### src/rtl/bg_tile_fetch_seq_pkg.sv
// Shared PPU background-fetch definitions: sequencer states and VRAM map constants.
package bg_tile_fetch_seq_pkg;

    typedef enum logic [2:0] {
        ST_IDLE = 3'd0,
        ST_NT   = 3'd1,
        ST_AT   = 3'd2,
        ST_PLO  = 3'd3,
        ST_PHI  = 3'd4,
        ST_OUT  = 3'd5,
        ST_DONE = 3'd6
    } fetch_state_t;

    localparam logic [15:0] ATTR_BASE     = 16'h23C0;
    localparam logic [15:0] PAT_BASE_1    = 16'h1000;
    localparam logic [15:0] PAT_HI_OFFSET = 16'd8;

    // Plane-0 pattern byte address; the plane-1 byte sits PAT_HI_OFFSET above it.
    function automatic logic [15:0] pat_addr(input logic       hi_table,
                                             input logic [7:0] tile_num,
                                             input logic [2:0] fine);
        return (hi_table ? PAT_BASE_1 : 16'h0000)
             + {4'b0000, tile_num, 4'b0000}
             + {13'd0, fine};
    endfunction

endpackage

### src/rtl/bg_tile_fetch_seq_attr_addr_gen.sv
// Nametable pointer to attribute-byte address and palette bit offset within that byte.
// Purely combinational; shared with sprite-0 and debug logic.
module bg_attr_addr_gen
    import bg_tile_fetch_seq_pkg::*;
(
    input  logic [15:0] nt_ptr,
    output logic [15:0] attr_addr,
    output logic [2:0]  attr_shift
);

    assign attr_addr = ATTR_BASE
                     | (nt_ptr & 16'h0C00)
                     | ((nt_ptr >> 4) & 16'h0038)
                     | ((nt_ptr >> 2) & 16'h0007);

    // Quadrant select: coarse-Y bit 1 lives in nt_ptr[6], coarse-X bit 1 in nt_ptr[1].
    assign attr_shift = {nt_ptr[6], nt_ptr[1], 1'b0};

endmodule

### src/rtl/bg_tile_fetch_seq.sv
// Background tile fetch sequencer: per tile NT/AT/PLO/PHI reads, then a valid/ready tile hand-off.
// One cycle per access at zero wait; stalls in OUT while tile_ready is low, holding all outputs.
module bg_tile_fetch_seq
    import bg_tile_fetch_seq_pkg::*;
#(
    parameter int TILES_PER_LINE = 33
) (
    input  logic        clk,
    input  logic        rst_n,
    input  logic        line_start,
    input  logic [8:0]  line_row,
    input  logic [7:0]  ppu_ctrl1,
    output logic [8:0]  xlat_row,
    output logic [8:0]  xlat_col,
    input  logic [15:0] xlat_nt_ptr,
    input  logic [2:0]  xlat_fine_row,
    output logic        vram_req,
    output logic [15:0] vram_addr,
    input  logic        vram_ack,
    input  logic [7:0]  vram_rdata,
    output logic        tile_valid,
    input  logic        tile_ready,
    output logic [7:0]  tile_pat_lo,
    output logic [7:0]  tile_pat_hi,
    output logic [1:0]  tile_pal,
    output logic        line_done,
    output logic        busy
);

    localparam logic [5:0] LAST_TILE = 6'(TILES_PER_LINE - 1);

    fetch_state_t state;
    logic [8:0]   row_q;
    logic [5:0]   tile_idx;
    logic [15:0]  nt_ptr_q;
    logic [2:0]   fine_q;
    logic [7:0]   tile_num_q;
    logic [7:0]   lo_q;
    logic [7:0]   hi_q;
    logic [1:0]   pal_q;

    logic [15:0]  attr_addr;
    logic [2:0]   attr_shift;
    logic [15:0]  pat_lo_addr;
    logic         unused_ctrl;

    assign unused_ctrl = ^{ppu_ctrl1[7:5], ppu_ctrl1[3:0]};

    bg_attr_addr_gen u_attr_addr_gen (
        .nt_ptr     (nt_ptr_q),
        .attr_addr  (attr_addr),
        .attr_shift (attr_shift)
    );

    // Pattern table select follows ppu_ctrl1 live rather than being latched per tile.
    assign pat_lo_addr = pat_addr(ppu_ctrl1[4], tile_num_q, fine_q);

    assign xlat_row = row_q;
    assign xlat_col = {tile_idx, 3'b000};

    always_comb begin
        vram_addr = 16'h0000;
        case (state)
            ST_NT:   vram_addr = xlat_nt_ptr;
            ST_AT:   vram_addr = attr_addr;
            ST_PLO:  vram_addr = pat_lo_addr;
            ST_PHI:  vram_addr = pat_lo_addr + PAT_HI_OFFSET;
            default: vram_addr = 16'h0000;
        endcase
    end

    assign vram_req    = (state == ST_NT) || (state == ST_AT) ||
                         (state == ST_PLO) || (state == ST_PHI);
    assign tile_valid  = (state == ST_OUT);
    assign line_done   = (state == ST_DONE);
    assign busy        = (state != ST_IDLE);
    assign tile_pat_lo = lo_q;
    assign tile_pat_hi = hi_q;
    assign tile_pal    = pal_q;

    always_ff @(posedge clk) begin
        if (!rst_n) begin
            state      <= ST_IDLE;
            row_q      <= 9'd0;
            tile_idx   <= 6'd0;
            nt_ptr_q   <= 16'h0000;
            fine_q     <= 3'd0;
            tile_num_q <= 8'h00;
            lo_q       <= 8'h00;
            hi_q       <= 8'h00;
            pal_q      <= 2'd0;
        end else begin
            case (state)
                ST_IDLE: begin
                    if (line_start) begin
                        row_q    <= line_row;
                        tile_idx <= 6'd0;
                        state    <= ST_NT;
                    end
                end
                ST_NT: begin
                    // Translator inputs are constant throughout NT, so the copy taken
                    // at the ack edge is the one the rest of the tile uses.
                    nt_ptr_q <= xlat_nt_ptr;
                    fine_q   <= xlat_fine_row;
                    if (vram_ack) begin
                        tile_num_q <= vram_rdata;
                        state      <= ST_AT;
                    end
                end
                ST_AT: begin
                    if (vram_ack) begin
                        pal_q <= 2'(vram_rdata >> attr_shift);
                        state <= ST_PLO;
                    end
                end
                ST_PLO: begin
                    if (vram_ack) begin
                        lo_q  <= vram_rdata;
                        state <= ST_PHI;
                    end
                end
                ST_PHI: begin
                    if (vram_ack) begin
                        hi_q  <= vram_rdata;
                        state <= ST_OUT;
                    end
                end
                ST_OUT: begin
                    if (tile_ready) begin
                        if (tile_idx == LAST_TILE) begin
                            state <= ST_DONE;
                        end else begin
                            tile_idx <= tile_idx + 6'd1;
                            state    <= ST_NT;
                        end
                    end
                end
                ST_DONE: state <= ST_IDLE;
                default: state <= ST_IDLE;
            endcase
        end
    end

endmodule

### config.mk
export PLATFORM = sky130hd
export DESIGN_NAME = bg_tile_fetch_seq
export DESIGN_NICKNAME = d
export VERILOG_FILES = /design/src/rtl/bg_tile_fetch_seq_pkg.sv /design/src/rtl/bg_tile_fetch_seq_attr_addr_gen.sv /design/src/rtl/bg_tile_fetch_seq.sv
export SDC_FILE = /design/constraint.sdc
export NUM_CORES = 1
export LEC_CHECK = 0
export ABC_AREA = 1
export ABC_CLOCK_PERIOD_IN_PS = 2100
export BUFFER_PORTS_ARGS = -buffer_cell sky130_fd_sc_hd__buf_2
export CORE_MARGIN = 5
export CORE_UTILIZATION = 50
export CTS_CLUSTER_DIAMETER = 40
export DETAILED_ROUTE_END_ITERATION = 10
export GPL_ROUTABILITY_DRIVEN = 0
export PLACE_DENSITY = 0.84
export SETUP_SLACK_MARGIN = 0.5
export SYNTH_ARGS = -nofsm -noshare
export SYNTH_HDL_FRONTEND = slang
export SYNTH_HIERARCHICAL = 1
export SYNTH_SLANG_ARGS = --single-unit
### constraint.sdc
create_clock -name clk -period 2.1 [get_ports clk]
set_clock_uncertainty 0.15 [all_clocks]
set_input_delay 0.315 -clock clk [delete_from_list [all_inputs] [get_ports clk]]
set_output_delay 0.315 -clock clk [all_outputs]
set_load 0.02 [all_outputs]
* Word level (Yosys, flattened, before mapping)
Cells that the tools add are included.
Storage, ports and cells: flip-flop bits (word level) 59, input port bits 49, output and inout port bits 56, logic and storage cells 57
Cells by class: $add $sub $neg 4, equality and inequality tests 14, shift-type cells 1, multiplexer cells 14, bitwise operators 2, reduce and logical (&&, ||, !) cells 13
Operator list (count):
- $pmux W16 S4 | 1
- $mux W3 | 7
- $mux W6 | 3
- $pmux W3 S6 | 1
- $add A15 B4 Y16 const B | 1
- $add A14 B3 Y15 | 1
- $add A13 B12 Y14 | 1
- $or A14 B3 Y14 | 1
- $or A14 B6 Y14 | 1
- $mux W13 | 1
- $ne A2 B2 Y1 const B | 6
- $pmux W6 S2 | 1
- $reduce_and A2 Y1 | 5
- $eq A3 B3 Y1 const B | 3
- $shr A8 B3 Y2 | 1
- $add A6 B1 Y6 const B | 1
- $eq A3 B2 Y1 const B | 2
- $eq A6 B6 Y1 const B | 1
- $reduce_and A6 Y1 | 1
- $reduce_and A4 Y1 | 1
- $eq A3 B1 Y1 const B | 1
- $logic_not A3 Y1 | 1
- $logic_or A1 B1 Y1 | 3
- $reduce_bool A3 Y1 | 1
- 2 further kinds | 2

* Depth between registers and ports, before layout
depth after elaboration 5, mapped depth 9, depth with buffers taken out 9

* Hierarchy
Netlist, hierarchy kept.
Modules (own cells, without submodules):
- bg_tile_fetch_seq | times used 1, cells an instance 414, area each 2887.8 µm², sequential area each 1261.2 µm²
- bg_attr_addr_gen | times used 1, cells an instance 21, area each 150.1 µm², sequential area each 0.0 µm²

* Least setup slack after synthesis
OpenSTA, ideal clock, no wires.
path kind register to output, start reg state[0], end out vram_addr[0], arrival time 1.322 ns, data required time 1.635 ns, slack 0.313 ns, stages on the path, launching flop included 6, buffers on the path 0, cells stage by stage dfxtp_1 > nor2_1 > nand2_1 > nand2_2 > inv_2 > o211ai_1
On the way: word-level cells in the longest chain between the ends 2, elaborated cells between the ends (all ways) 5, classes of those cells eq/ne (4); mux (1)
RTL lines:
- start, declared | RTL line bg_tile_fetch_seq.sv:32 | fetch_state_t state;
- start signal, assigned | RTL line bg_tile_fetch_seq.sv:83 | state <= ST_IDLE;
- start signal, assigned | RTL line bg_tile_fetch_seq.sv:98 | state <= ST_NT;
- start signal, assigned | RTL line bg_tile_fetch_seq.sv:108 | state <= ST_AT;
- $eq A3 B3 Y1 (tied with other cells) | RTL line bg_tile_fetch_seq.sv:63 | case (state)
- $pmux W16 S4 (*) | RTL line bg_tile_fetch_seq.sv:63
- end, declared | RTL line bg_tile_fetch_seq.sv:18 | output logic [15:0] vram_addr,
Every way passes the cells marked *; elsewhere a longest branch is shown, timed or not.

* Final worst setup path
start reg state[0], end out vram_addr[1]
The elaborated chain is that of the path after synthesis.

==> run metrics <==
Num Clock Sinks=57; Final #Nets=574; Comb pwr share=54.7%; WP data required=1630 ps; GRT overflow=0; drt wl/cell=14.7 um; met1 Usage GRT=25.3%; CP max stage cell=dfxtp_4; die width=85.7 um; status=complete, no violations; FF+latch area=0.00115 mm^2; Die H=85.7 um; area grow syn2layout=40.9%; met3 usage=5.19%; PortBufs=94; setup tns final=0 ps; Placed Instance Area=0.00331 mm^2; final hold violation count=0; most common cell after layout, fill and taps aside=buf_2; Die Area=0.00734 mm^2; worst hold margin=112 ps; met2 Resource Use GR=33.1%; fmax=0.486 GHz; worst skew pair latency=330 ps; Crit Path Max Fanout=8; clock group share of total power=16.8%; first-pass GRT wire length=12.3 mm; crit end category=output pin; RSZ-0062 raised after global routing=true; initial antenna violation count=0; Detailed Place HPWL=5.21 mm; final wirelength=8.80 mm; max-slew violation count=0; Max Buffers Root-to-Sink=2; Hold-fix buffers, CTS=0; Via-to-Cell Ratio=5.19; worst-margin pin slew=601 ps; Netlist Area Pre-Place=0.00287 mm^2; worst hold path type=in -> reg; CP Data Arrival Time=1590 ps; Setup CP Type=reg -> out; number of global-route vias before repair=2777; total track usage=20.6%; htree depth=3; max_cap viols=0; Cell Rows=27; # DRC=0; internal power=3.11 mW; hold_sp=xlat_fine_row[1]; Ports=105; fraction of layout cells with a size suffix above 1=39.5%; DR pass1 iterations=6; VDD IR max=0.906 mV; area of the multi-input gates=0.00154 mm^2; Critical R2R Launch=state[0]; fin area=0.00404 mm^2; fill count=399; Root Buffer=clkbuf_8; CTS tree=built; Switch Pwr=2.39 mW; Util after Layout=72.9%; Relative slew margins=59.9%; post-route total power=5.50 mW; Starting Density=51.7%; worst path cell trace=inv_4 -> nand3_4 -> clkinvlp_4 -> nand2_1 -> o211ai_1 -> buf_4; Leak Pwr=1.90 nW; Antenna Violating Nets Remaining=0; Mapped Avg Cell Area=6.87 um^2; Synth Instances=417; vias=3103; CP Launch Point=state[0]; Net Sw Frac=43.4%; total CTS buffers=9; Core Area=0.00554 mm^2; clk slew on worst S/H paths=60 ps; initial DRC count=303; largest net degree at the start of global routing=27; Sequential Power Share=28.5%; crit start category=flop; # setup viols final=0; Yosys warning count=6; final period utilization=98.0%; ANT cells=0; crit-path max cell delay=420 ps; Period minus WS final=2060 ps; most frequent cells in the layout=buf_2, nand2_1, dfxtp_1; gr busiest metal=met2; P per Cell Area=1360 mW/mm^2
per-layer routing:
metal	wire length (um)	vias up
li1	-	1522
met1	3710	1411
met2	4290	148
met3	618	22
met4	185	0
met5	0	-
path summary, 6_finish.rpt:
check	endpoint	slack, ps	depth (start not counted)
worst max-delay path	vram_addr[1]	40	6
worst min-delay path	fine_q[1]	110	3
worst max register to register	tile_pat_hi[4]	320	6
worst min register to register	tile_pat_lo[6]	290	2
critical path: cells and delay by family, from the launching register on:
kind,cells,cell delay [ps]
simple gates,2,280
buf+inv,3,450
compound gates,1,110
flops,1,420
per-stage QoR:
stage / setup WS [ps] / cells
after floorplan: 492 / 426
after global placement: 247 / 558
after detailed placement: 202 / 558
after CTS: 142 / 579
after global routing: -29.2 / 598
final: 41.3 / 598
final cells by class:
type                    instances  share of cell area (%)
multi-input cells             276                    38.0
flip-flops and latches         57                    28.6
repair buffers                123                    20.6
inverters                      54                    5.73
clock buffers                  11                    4.03
well taps                      72                    2.23
clock inverters                 3                   0.372
repair inverters                2                   0.341
flip-flops by register name, indices dropped and copies added, names as in the netlist:
signal       cells
fine_q           3
tile_num_q       8
tile_pat_lo      8
tile_idx         6
tile_pal         2
tile_pat_hi      8
xlat_row         9
state            3
nt_ptr_q        10
power by group through the flow:
| stage | Clock [mW] | Sequential, mW | Combinational, mW |
|---|---|---|---|
| floorplan | 0 | 1.63 | 1.47 |
| global placement | 0 | 1.54 | 1.97 |
| detailed placement | 0 | 1.55 | 2.02 |
| CTS | 0.938 | 1.54 | 2.34 |
| global route | 0.981 | 1.59 | 3.23 |
| finish | 0.922 | 1.57 | 3.01 |
what timing repair did:
action,CTS,global route
pin swaps,5,12
cloned,1,2
setup buffers,6,17
endpoints found under the hold margin,0,0
gates resized for setup,30,75
setup endpoints to repair,51,61
Note: power is estimated with default switching activity, not from simulation.
